===== src/rtl/rv_inst_encoder.sv =====
// rv_inst_encoder: packs RV32I instruction fields into a 32-bit word.
// The encoded word and its instruction-memory byte address go out through
// a one-entry output register with a valid/ready handshake.
// Optional feature macro: ENC_RANGE_CHECK_EN. When it is defined, out_err
// flags immediates that the selected format cannot represent.
module rv_inst_encoder (
  input  logic        clk,
  input  logic        rst,
  input  logic        start,
  input  logic [31:0] base_addr,
  input  logic        in_valid,
  output logic        in_ready,
  input  logic [6:0]  in_opcode,
  input  logic [4:0]  in_rd,
  input  logic [4:0]  in_rs1,
  input  logic [4:0]  in_rs2,
  input  logic [2:0]  in_funct3,
  input  logic [6:0]  in_funct7,
  input  logic [31:0] in_imm,
  output logic        out_valid,
  input  logic        out_ready,
  output logic [31:0] out_inst,
  output logic [31:0] out_addr,
  output logic        out_illegal,
  output logic        out_err,
  output logic [15:0] out_count
);

  localparam logic [6:0] OP_R      = 7'b0110011;
  localparam logic [6:0] OP_LOAD   = 7'b0000011;
  localparam logic [6:0] OP_IMM    = 7'b0010011;
  localparam logic [6:0] OP_JALR   = 7'b1100111;
  localparam logic [6:0] OP_STORE  = 7'b0100011;
  localparam logic [6:0] OP_BRANCH = 7'b1100011;
  localparam logic [6:0] OP_LUI    = 7'b0110111;
  localparam logic [6:0] OP_AUIPC  = 7'b0010111;
  localparam logic [6:0] OP_JAL    = 7'b1101111;

  typedef enum logic {EMPTY, FULL} state_t;

  state_t      state;
  logic [31:0] addr_cnt;
  logic [31:0] enc_inst;
  logic        enc_illegal;
  logic        enc_err;
  logic        is_shift;
  logic        accept;
  logic        out_hs;

  // Shift-immediate forms reuse funct7 as the top bits and carry a 5-bit shamt.
  assign is_shift = (in_opcode == OP_IMM) && ((in_funct3 == 3'b001) || (in_funct3 == 3'b101));

  assign in_ready  = (state == EMPTY) || out_ready;
  assign out_valid = (state == FULL);
  assign accept    = in_valid && in_ready;
  assign out_hs    = (state == FULL) && out_ready;

  // Field packing per instruction format; unknown opcodes become a NOP.
  always_comb begin
    enc_inst    = 32'h0000_0000;
    enc_illegal = 1'b0;
    case (in_opcode)
      OP_R:
        enc_inst = {in_funct7, in_rs2, in_rs1, in_funct3, in_rd, in_opcode};
      OP_LOAD, OP_IMM, OP_JALR: begin
        if (is_shift)
          enc_inst = {in_funct7, in_imm[4:0], in_rs1, in_funct3, in_rd, in_opcode};
        else
          enc_inst = {in_imm[11:0], in_rs1, in_funct3, in_rd, in_opcode};
      end
      OP_STORE:
        enc_inst = {in_imm[11:5], in_rs2, in_rs1, in_funct3, in_imm[4:0], in_opcode};
      OP_BRANCH:
        enc_inst = {in_imm[12], in_imm[10:5], in_rs2, in_rs1, in_funct3,
                    in_imm[4:1], in_imm[11], in_opcode};
      OP_LUI, OP_AUIPC:
        enc_inst = {in_imm[31:12], in_rd, in_opcode};
      OP_JAL:
        enc_inst = {in_imm[20], in_imm[10:1], in_imm[11], in_imm[19:12], in_rd, in_opcode};
      default: begin
        enc_inst    = 32'h0000_0013;
        enc_illegal = 1'b1;
      end
    endcase
  end

`ifdef ENC_RANGE_CHECK_EN
  // A signed value fits in N bits when all bits from N-1 upward agree.
  logic fit12;
  logic fit13;
  logic fit21;
  assign fit12 = (&in_imm[31:11]) || ~(|in_imm[31:11]);
  assign fit13 = (&in_imm[31:12]) || ~(|in_imm[31:12]);
  assign fit21 = (&in_imm[31:20]) || ~(|in_imm[31:20]);

  // Flag immediates whose dropped bits would change the encoded value.
  always_comb begin
    enc_err = 1'b0;
    case (in_opcode)
      OP_LOAD, OP_IMM, OP_JALR: enc_err = is_shift ? (|in_imm[31:5]) : !fit12;
      OP_STORE:                 enc_err = !fit12;
      OP_BRANCH:                enc_err = !fit13 || in_imm[0];
      OP_LUI, OP_AUIPC:         enc_err = |in_imm[11:0];
      OP_JAL:                   enc_err = !fit21 || in_imm[0];
      default:                  enc_err = 1'b0;
    endcase
  end
`else
  assign enc_err = 1'b0;
`endif

  // Output register FSM with address and word counters.
  always_ff @(posedge clk or posedge rst) begin
    if (rst) begin
      state       <= EMPTY;
      out_inst    <= 32'h0000_0000;
      out_addr    <= 32'h0000_0000;
      out_illegal <= 1'b0;
      out_err     <= 1'b0;
      out_count   <= 16'h0000;
      addr_cnt    <= 32'h0000_0000;
    end else begin
      if (out_hs) begin
        addr_cnt  <= addr_cnt + 32'd4;
        out_count <= out_count + 16'd1;
      end
      if (accept) begin
        state       <= FULL;
        out_inst    <= enc_inst;
        out_illegal <= enc_illegal;
        out_err     <= enc_err;
        // A word emitted this same cycle bumps the counter first.
        out_addr    <= out_hs ? (addr_cnt + 32'd4) : addr_cnt;
      end else if (out_hs) begin
        state <= EMPTY;
      end
      // Rebasing is only safe when nothing is held or arriving.
      if (start && (state == EMPTY) && !in_valid) begin
        addr_cnt  <= base_addr;
        out_count <= 16'h0000;
      end
    end
  end

endmodule


===== config.mk =====
export PLATFORM = sky130hd
export DESIGN_NAME = rv_inst_encoder
export DESIGN_NICKNAME = d
export VERILOG_FILES = /design/src/rtl/rv_inst_encoder.sv
export SDC_FILE = /design/constraint.sdc
export NUM_CORES = 1
export LEC_CHECK = 0
export BUFFER_PORTS_ARGS = -buffer_cell sky130_fd_sc_hd__buf_4
export CORE_AREA = 2 2 124 126
export CTS_CLUSTER_DIAMETER = 60
export DETAILED_ROUTE_END_ITERATION = 6
export DIE_AREA = 0 0 126 128
export HOLD_SLACK_MARGIN = 0.02
export SYNTH_ARGS = -nofsm -noshare
export SYNTH_HDL_FRONTEND = slang
export SYNTH_SLANG_ARGS = --single-unit

===== constraint.sdc =====
create_clock -name clk -period 4.91 [get_ports clk]
set_clock_uncertainty 0.2 [all_clocks]
set_input_delay 0.2455 -clock clk [delete_from_list [all_inputs] [get_ports clk]]
set_output_delay 0.2455 -clock clk [all_outputs]
set_load 0.01 [all_outputs]

==> results of run 1 <==
## how the worst min path moves through the flow
stage | endpoint | cells past startpoint
after floorplan | addr_cnt[0] | 2
final | out_inst[5] | 3
after global routing | out_inst[5] | 3
after global placement | addr_cnt[0] | 3
after detailed placement | addr_cnt[1] | 3
after CTS | out_inst[5] | 3
## registers in the layout, indices dropped and copies added, names as in the netlist
signal,count
addr_cnt,32
out_count,16
out_inst,32
out_illegal,1
out_valid,1
out_addr,32
## Yosys cell counts, drive strengths merged (2+ instances only)
library cell and count:
xor2 6, a21oi 32, or3 9, o211ai 10, nand2 84, mux2i 2, a31oi 23, dfrtp 114
o311ai 3, and3 4, ha 2, o21ai 37, nor2 67, nand4bb 3, o221ai 6, a2111oi 2
o41ai 4, buf 8, or4 18, inv 15, a32oi 2, or4b 3, nand3 30, a221o 4
a22oi 10, clkbuf 34, nor4 4, a222oi 10, a211oi 2, o31ai 4, nand4b 3, xnor2 13
nor3 14, or2 4, o311a 3, nand3b 3, nand4 23, nor3b 4, and2 2, nand2b 5
## cell usage in the layout, fill, tap and decap left out, types with 18 or more instances in the layout
master / n
o21ai_0: 37
buf_4: 190
nand4_1: 22
nor2_1: 67
or4_1: 18
nand2_1: 83
a21oi_1: 32
dlygate4sd3_1: 81
dfrtp_1: 114
nand3_1: 30
a31oi_1: 23
## per-stage QoR
stage               area [um^2]  instances  setup slack (ns)  power [uW]  utilization
floorplan                  5834        641             1.449        1627            -
global placement           7343        977             2.228        1965       0.4940
detailed placement         7343        977             2.174        1985       0.4940
CTS                        8707       1090             1.705        3212       0.5858
global route               8707       1090             1.500        3361       0.5858
finish                     8707       1090             1.696        3192       0.5858
## cell families (layout without fill, tap and decap cells)
family / after synthesis / in the layout / share of synthesized area
adder cells (fa/ha/maj): 2 / 2 / 0.004288
multiplexers: 3 / 3 / 0.005361
XOR/XNOR: 19 / 19 / 0.02852
AO/OA/AOI/OAI: 161 / 161 / 0.1892
AND/OR/NAND/NOR: 284 / 284 / 0.2445
other: 1 / 1 / 0.0006427
flip-flops: 114 / 114 / 0.4890
buffers and inverters: 57 / 318 / 0.03860
## routing by layer
metal	vias to the layer above	GRT usage	part of all wire
met2	247	0.4086	0.51
met1	2959	0.2999	0.41
li1	2889	-	-
met3	26	0.05050	0.062
met5	-	0	0
met4	0	0.09179	0.018
## timing repair
action / 4_1_cts / 5_1_grt
setup buffers: 0 / 0
hold endpoints to repair: 139 / 0
hold buffers: 81 / 0
setup endpoints to repair: 0 / 0
## layout make-up
type                       instances  share of cell area
sequential                       114              0.3276
multi-input combinational        470              0.3181
timing repair buffer             271              0.2569
clock buffer                      27             0.05777
tap                              188             0.02702
inverter                          15            0.006754
clock inverter                     5            0.005748
## worst reg2reg max path, cell delays in order, from the launching register on
cell and delay [ns]:
dfrtp_1 0.49, nand2b_1 0.21, and2_2 0.84, o221ai_1 0.30
buf_4 0.29, o221ai_1 0.21, dlygate4sd3_1 0.58
## power by group through the flow
stage / logic [uW] / clock network [uW] / registers (uW)
after global placement: 665 / 0 / 1300
after global routing: 808 / 1230 / 1320
final: 728 / 1170 / 1300
after detailed placement: 677 / 0 / 1310
after floorplan: 326 / 0 / 1300
after CTS: 732 / 1180 / 1290
==> run_results.csv, run 1 <==
group,metric,value,unit
detailed_routing,wl_per_cell,17.74,um
logic_synthesis,ys_seq_area_frac,0.4890,
detailed_routing,ant_nets,0,
logic_synthesis,yosysWarningCount,0,
run,maxCapViolCount,0,
worst_setup_path,r2r_end,"out_inst[31]",
logic_synthesis,syn-num-nets,744,
worst_setup_path,crit_buf_inv,4,
power_and_ir_drop,p_comb_frac,0.228,
global_routing,grt_antenna_before_repair,0,
logic_synthesis,synth.distinct_cells,59,
detailed_routing,wirelength,19.34,mm
worst_setup_path,r2r_start,"out_valid",
worst_setup_path,worstPathRequired,5.06,ns
logic_synthesis,async_reset_ff_frac,1.000,
logic_synthesis,synth_area_leaders,"dfrtp_1, nand2_1, nor2_1, o21ai_0, a21oi_1",
logic_synthesis,synth_edf_count,0,
worst_setup_path,crit_cells,8,
worst_setup_path,critical_path_arrival,3.36,ns
detailed_routing,viasPerCell,5.616,
worst_setup_path,cpLargestDelayFamily,"buffers and inverters",
power_and_ir_drop,p_leak,0.003832,uW
sta,worstMarginPinSlew,1.020,ns
logic_synthesis,synth-seq-cells,114,
worst_setup_path,cp_max_fo,47,
worst_hold_path,hold_path.startpoint,"in_opcode[5]",
global_routing,grt_usage,0.2395,
worst_setup_path,critPathSlowestCell,"and2_2",
clock_network,clkTransAtPathRegs,0.06,ns
worst_setup_path,r2r_cells,6,
logic_synthesis,synthCells,641,
logic_synthesis,ys_dominant_reg_cell,"dfrtp_1",
cells_and_area,area_growth,49.24,%
floorplan,fp.dieH,128,um
worst_setup_path,path_class,"input pin to flop",
detailed_routing,vias,6121,
logic_synthesis,syn_area,5834,um^2
clock_network,cts_resized,0,
detailed_routing,drtIter0Drc,414,
floorplan,ios,185,
sta,min_period,3.214,ns
logic_synthesis,synth_top_area_share,0.4890,
sta,finalCritPeriodShare,0.6546,
power_and_ir_drop,internal-power,2226,uW
power_and_ir_drop,p_clk_frac,0.366,
global_routing,grt_overflow,0,
worst_setup_path,reg2reg_slack,1.74,ns
power_and_ir_drop,power_frac_seq,0.406,
sta,finalHoldViolations,0,
clock_network,htree_levels,4,
clock_network,clockBufferDepth,2,
worst_setup_path,startpoint_type,"input pin",
sta,rsz0062_at_grt,"false",
floorplan,die_x,126,um
worst_setup_path,cpPeakStageDelay,0.84,ns
floorplan,rows,45,
sta,slew_headroom,0.3202,
floorplan,core_area,14860,um^2
clock_network,cts_root_buffer,"clkbuf_16",
worst_setup_path,crit_chain,"dlygate4sd3_1, buf_4, nand2b_1, and2_2, o221ai_1, buf_4, o221ai_1, dlygate4sd3_1",
cells_and_area,layout-drive-gt1-share,0.2583,
detailed_routing,drt_first_pass_iters,5,
clock_network,clk_latency,0.42,ns
cells_and_area,n_antenna_cell,0,
cells_and_area,multi_input_area,2770,um^2
power_and_ir_drop,max-vdd-ir-drop,0.2552,mV
cells_and_area,finalNetCount,992,
global_routing,grt_pass1_wl,30.80,mm
global_routing,grt_pass1_vias,5946,
placed_design,gp_congestion,0.8606,
clock_network,cts_tree,"done",
sta,setup_viol,0,
cells_and_area,ff_latch_area,2853,um^2
power_and_ir_drop,power.density,366.5,nW/um^2
clock_network,cts-buffers-inserted,17,
global_routing,grt_max_degree,81,
sta,timing.final.max_slew_violations,0,
power_and_ir_drop,p_switching,965.2,uW
sta,worst_hold_slack,0.04752,ns
worst_setup_path,crit_end,"out_inst[31]",
cells_and_area,fillers,1331,
worst_hold_path,hp-class,"input pin to flop",
logic_synthesis,avgSynthCellArea,9.102,um^2
worst_setup_path,end_kind,"flop",
floorplan,die-area,16130,um^2
logic_synthesis,synth_area_leader_cell,"dfrtp_1",
placed_design,io_buffer_count,183,
detailed_routing,drc,0,
power_and_ir_drop,p_sw_frac,0.3024,
clock_network,clock_sink_count,114,
placed_design,dp.final_hpwl,13.01,mm
outcome,status,"completed",
worst_setup_path,cp-startpoint,"out_ready",
floorplan,start_util,0.3925,
sta,tns,0,ns
sta,fmax,311.1,MHz
Power figures use the tool's default switching activity.
==> run 2, diff against run 1 <==
- clock period: 4.91 -> 3.25 ns (I/O delays scaled with it)
==> run 2 against run 1 <==
Critical path depth increased by 1. Register-to-register slack got worse by 1.4 ns. Critical path type unchanged. Sequential power increased by 49%. Die area unchanged.
==> run_results.csv, run 2 (synthesis gave the netlist of run 1 again) <==
group,metric,value,unit
outcome,status,"completed",
global_routing,grt_pass1_vias,6101,
detailed_routing,wirelength,19.36,mm
clock_network,clock_sink_count,114,
global_routing,grt_pass1_wl,30.93,mm
worst_setup_path,r2r_cells,6,
worst_setup_path,cpPeakStageDelay,0.59,ns
worst_setup_path,r2r_start,"out_valid",
clock_network,htree_levels,4,
cells_and_area,area_growth,51.23,%
sta,timing.final.max_slew_violations,0,
worst_setup_path,cpMostUsedCell,"dlygate4sd3_1",
worst_setup_path,crit_chain,"dlygate4sd3_1, buf_4, nand4b_1, nor3b_2, buf_4, a221oi_1, dlygate4sd3_1, o221ai_1, dlygate4sd3_1",
worst_setup_path,critPathSlowestCell,"dlygate4sd3_1",
floorplan,ios,185,
sta,setup_viol,0,
detailed_routing,vias,6140,
global_routing,grt_antenna_before_repair,0,
power_and_ir_drop,power.density,547.2,nW/um^2
placed_design,gp_congestion,0.8817,
worst_setup_path,r2r_end,"out_inst[22]",
cells_and_area,final_cell_mix,"buf_4, dfrtp_1, dlygate4sd3_1",
global_routing,grt_usage,0.2427,
worst_hold_path,hold_path_depth,4,
detailed_routing,wl_per_cell,17.63,um
worst_setup_path,cp_max_fo,21,
power_and_ir_drop,p_comb_frac,0.233,
sta,tns,0,ns
placed_design,dp.final_hpwl,13.11,mm
worst_setup_path,reg2reg_slack,0.35,ns
cells_and_area,final_common_cell,"buf_4",
power_and_ir_drop,p_sw_frac,0.3002,
cells_and_area,final_area,8823,um^2
worst_setup_path,critical_path_arrival,3.13,ns
detailed_routing,drtIter0Drc,407,
floorplan,fp.dieH,128,um
placed_design,io_buffer_count,183,
worst_setup_path,end_kind,"flop",
floorplan,die-area,16130,um^2
sta,finalHoldViolations,0,
power_and_ir_drop,power_frac_seq,0.402,
detailed_routing,viasPerCell,5.592,
worst_setup_path,worstPathRequired,3.40,ns
sta,final.setup.worst_slack,0.2704,ns
floorplan,rows,45,
sta,fmax,335.6,MHz
floorplan,core_area,14860,um^2
clock_network,cts_tree,"done",
detailed_routing,drc,0,
cells_and_area,reg.largest.list,"addr_cnt x32, out_addr x32, out_inst x32",
detailed_routing,drt_first_pass_iters,5,
cells_and_area,n_antenna_cell,0,
placed_design,dpl_worst_slack,0.6509,ns
detailed_routing,ant_nets,0,
floorplan,die_x,126,um
clock_network,clkTransAtPathRegs,0.05,ns
cells_and_area,finalNetCount,1003,
sta,min_period,2.980,ns
sta,rsz0062_at_grt,"false",
floorplan,start_util,0.3925,
sta,slew_headroom,0.2979,
power_and_ir_drop,p_leak,0.003883,uW
power_and_ir_drop,max-vdd-ir-drop,0.3697,mV
clock_network,cts_root_buffer,"clkbuf_16",
sta,worstMarginPinSlew,1.053,ns
global_routing,grt_overflow,0,
power_and_ir_drop,p_clk_frac,0.365,
power_and_ir_drop,p_switching,1449,uW
power_and_ir_drop,internal-power,3379,uW
clock_network,cts-buffers-inserted,17,
cells_and_area,layout-drive-gt1-share,0.2648,
clock_network,clk_latency,0.41,ns
worst_hold_path,hp-class,"input pin to flop",
worst_hold_path,hold_path.startpoint,"in_imm[0]",
worst_hold_path,holdPathEnd,"out_inst[7]",
placed_design,place_area,7395,um^2
clock_network,cts_setup_buffers,0,
clock_network,clockBufferDepth,2,
worst_setup_path,startpoint_type,"input pin",
sta,finalCritPeriodShare,0.9168,
run,maxCapViolCount,0,
global_routing,grt_max_degree,71,
worst_setup_path,path_class,"input pin to flop",
-- run 2: cell types whose count changed in the layout (fill, tap and decap cells not counted), sizes merged --
cell / before / now
buf: 190 / 195
clkinv: 4 / 5
dlygate4sd3: 81 / 87
clkinvlp: 0 / 1
inv: 15 / 14
clkbuf: 27 / 23
-- run 2: power by group through the flow --
stage	Clock (uW)	Combinational [uW]	Sequential, uW
2_1_floorplan	0	493	1970
3_3_place_gp	0	1020	1950
3_5_place_dp	0	1040	1960
4_1_cts	1790	1130	1940
5_1_grt	1870	1240	1990
6_report	1760	1120	1940
-- run 2: metal layers --
layer	up-vias	wire (um)	global-route usage
met3	23	1274	0.06052
met4	0	292	0.07692
met2	253	9894	0.4301
met1	2965	7900	0.2908
met5	-	0	0
li1	2899	-	-
-- run 2: stage by stage --
step	std cells	hold slack (ns)	utilization	total power (uW)
final	1098	0.06340	0.5936	4828
after global routing	1098	0.07713	0.5936	5090
after CTS	1098	0.05214	0.5933	4865
after detailed placement	982	-0.1162	0.4975	3008
after global placement	982	-0.1212	0.4975	2978
after floorplan	641	0.06794	-	2458
-- run 2: worst max path at each step --
stage	startpoint	end	slack, ns	cells after the start
global placement	addr_cnt[5]	out_addr[27]	0.75	4
finish	in_opcode[6]	out_inst[30]	0.27	9
CTS	in_opcode[6]	out_inst[30]	0.06	8
detailed placement	addr_cnt[2]	out_addr[24]	0.65	5
global route	out_valid	out_inst[22]	0.13	6
floorplan	addr_cnt[2]	addr_cnt[22]	0.93	8
-- run 2: worst max-delay path, delay by kind of cell --
family	cells	cell delay (ns)
and+or+nand+nor	2	0.54
buffers and inverters	5	2.14
AOI/OAI and AO/OA	2	0.27
-- run 2: layout make-up --
cell class | count | area [um^2]
multi-input combinational | 470 | 2775
fill | 1318 | 6041
clock inverter | 6 | 55.05
timing repair buffer | 282 | 2347
inverter | 15 | 60.06
sequential | 114 | 2853
tap | 188 | 235.2
clock buffer | 23 | 498.0
-- run 2: what timing repair did --
item,in CTS,in global routing
hold buffers,87,0
gates resized for setup,0,1
hold endpoints to repair,177,0
setup endpoints to repair,0,1
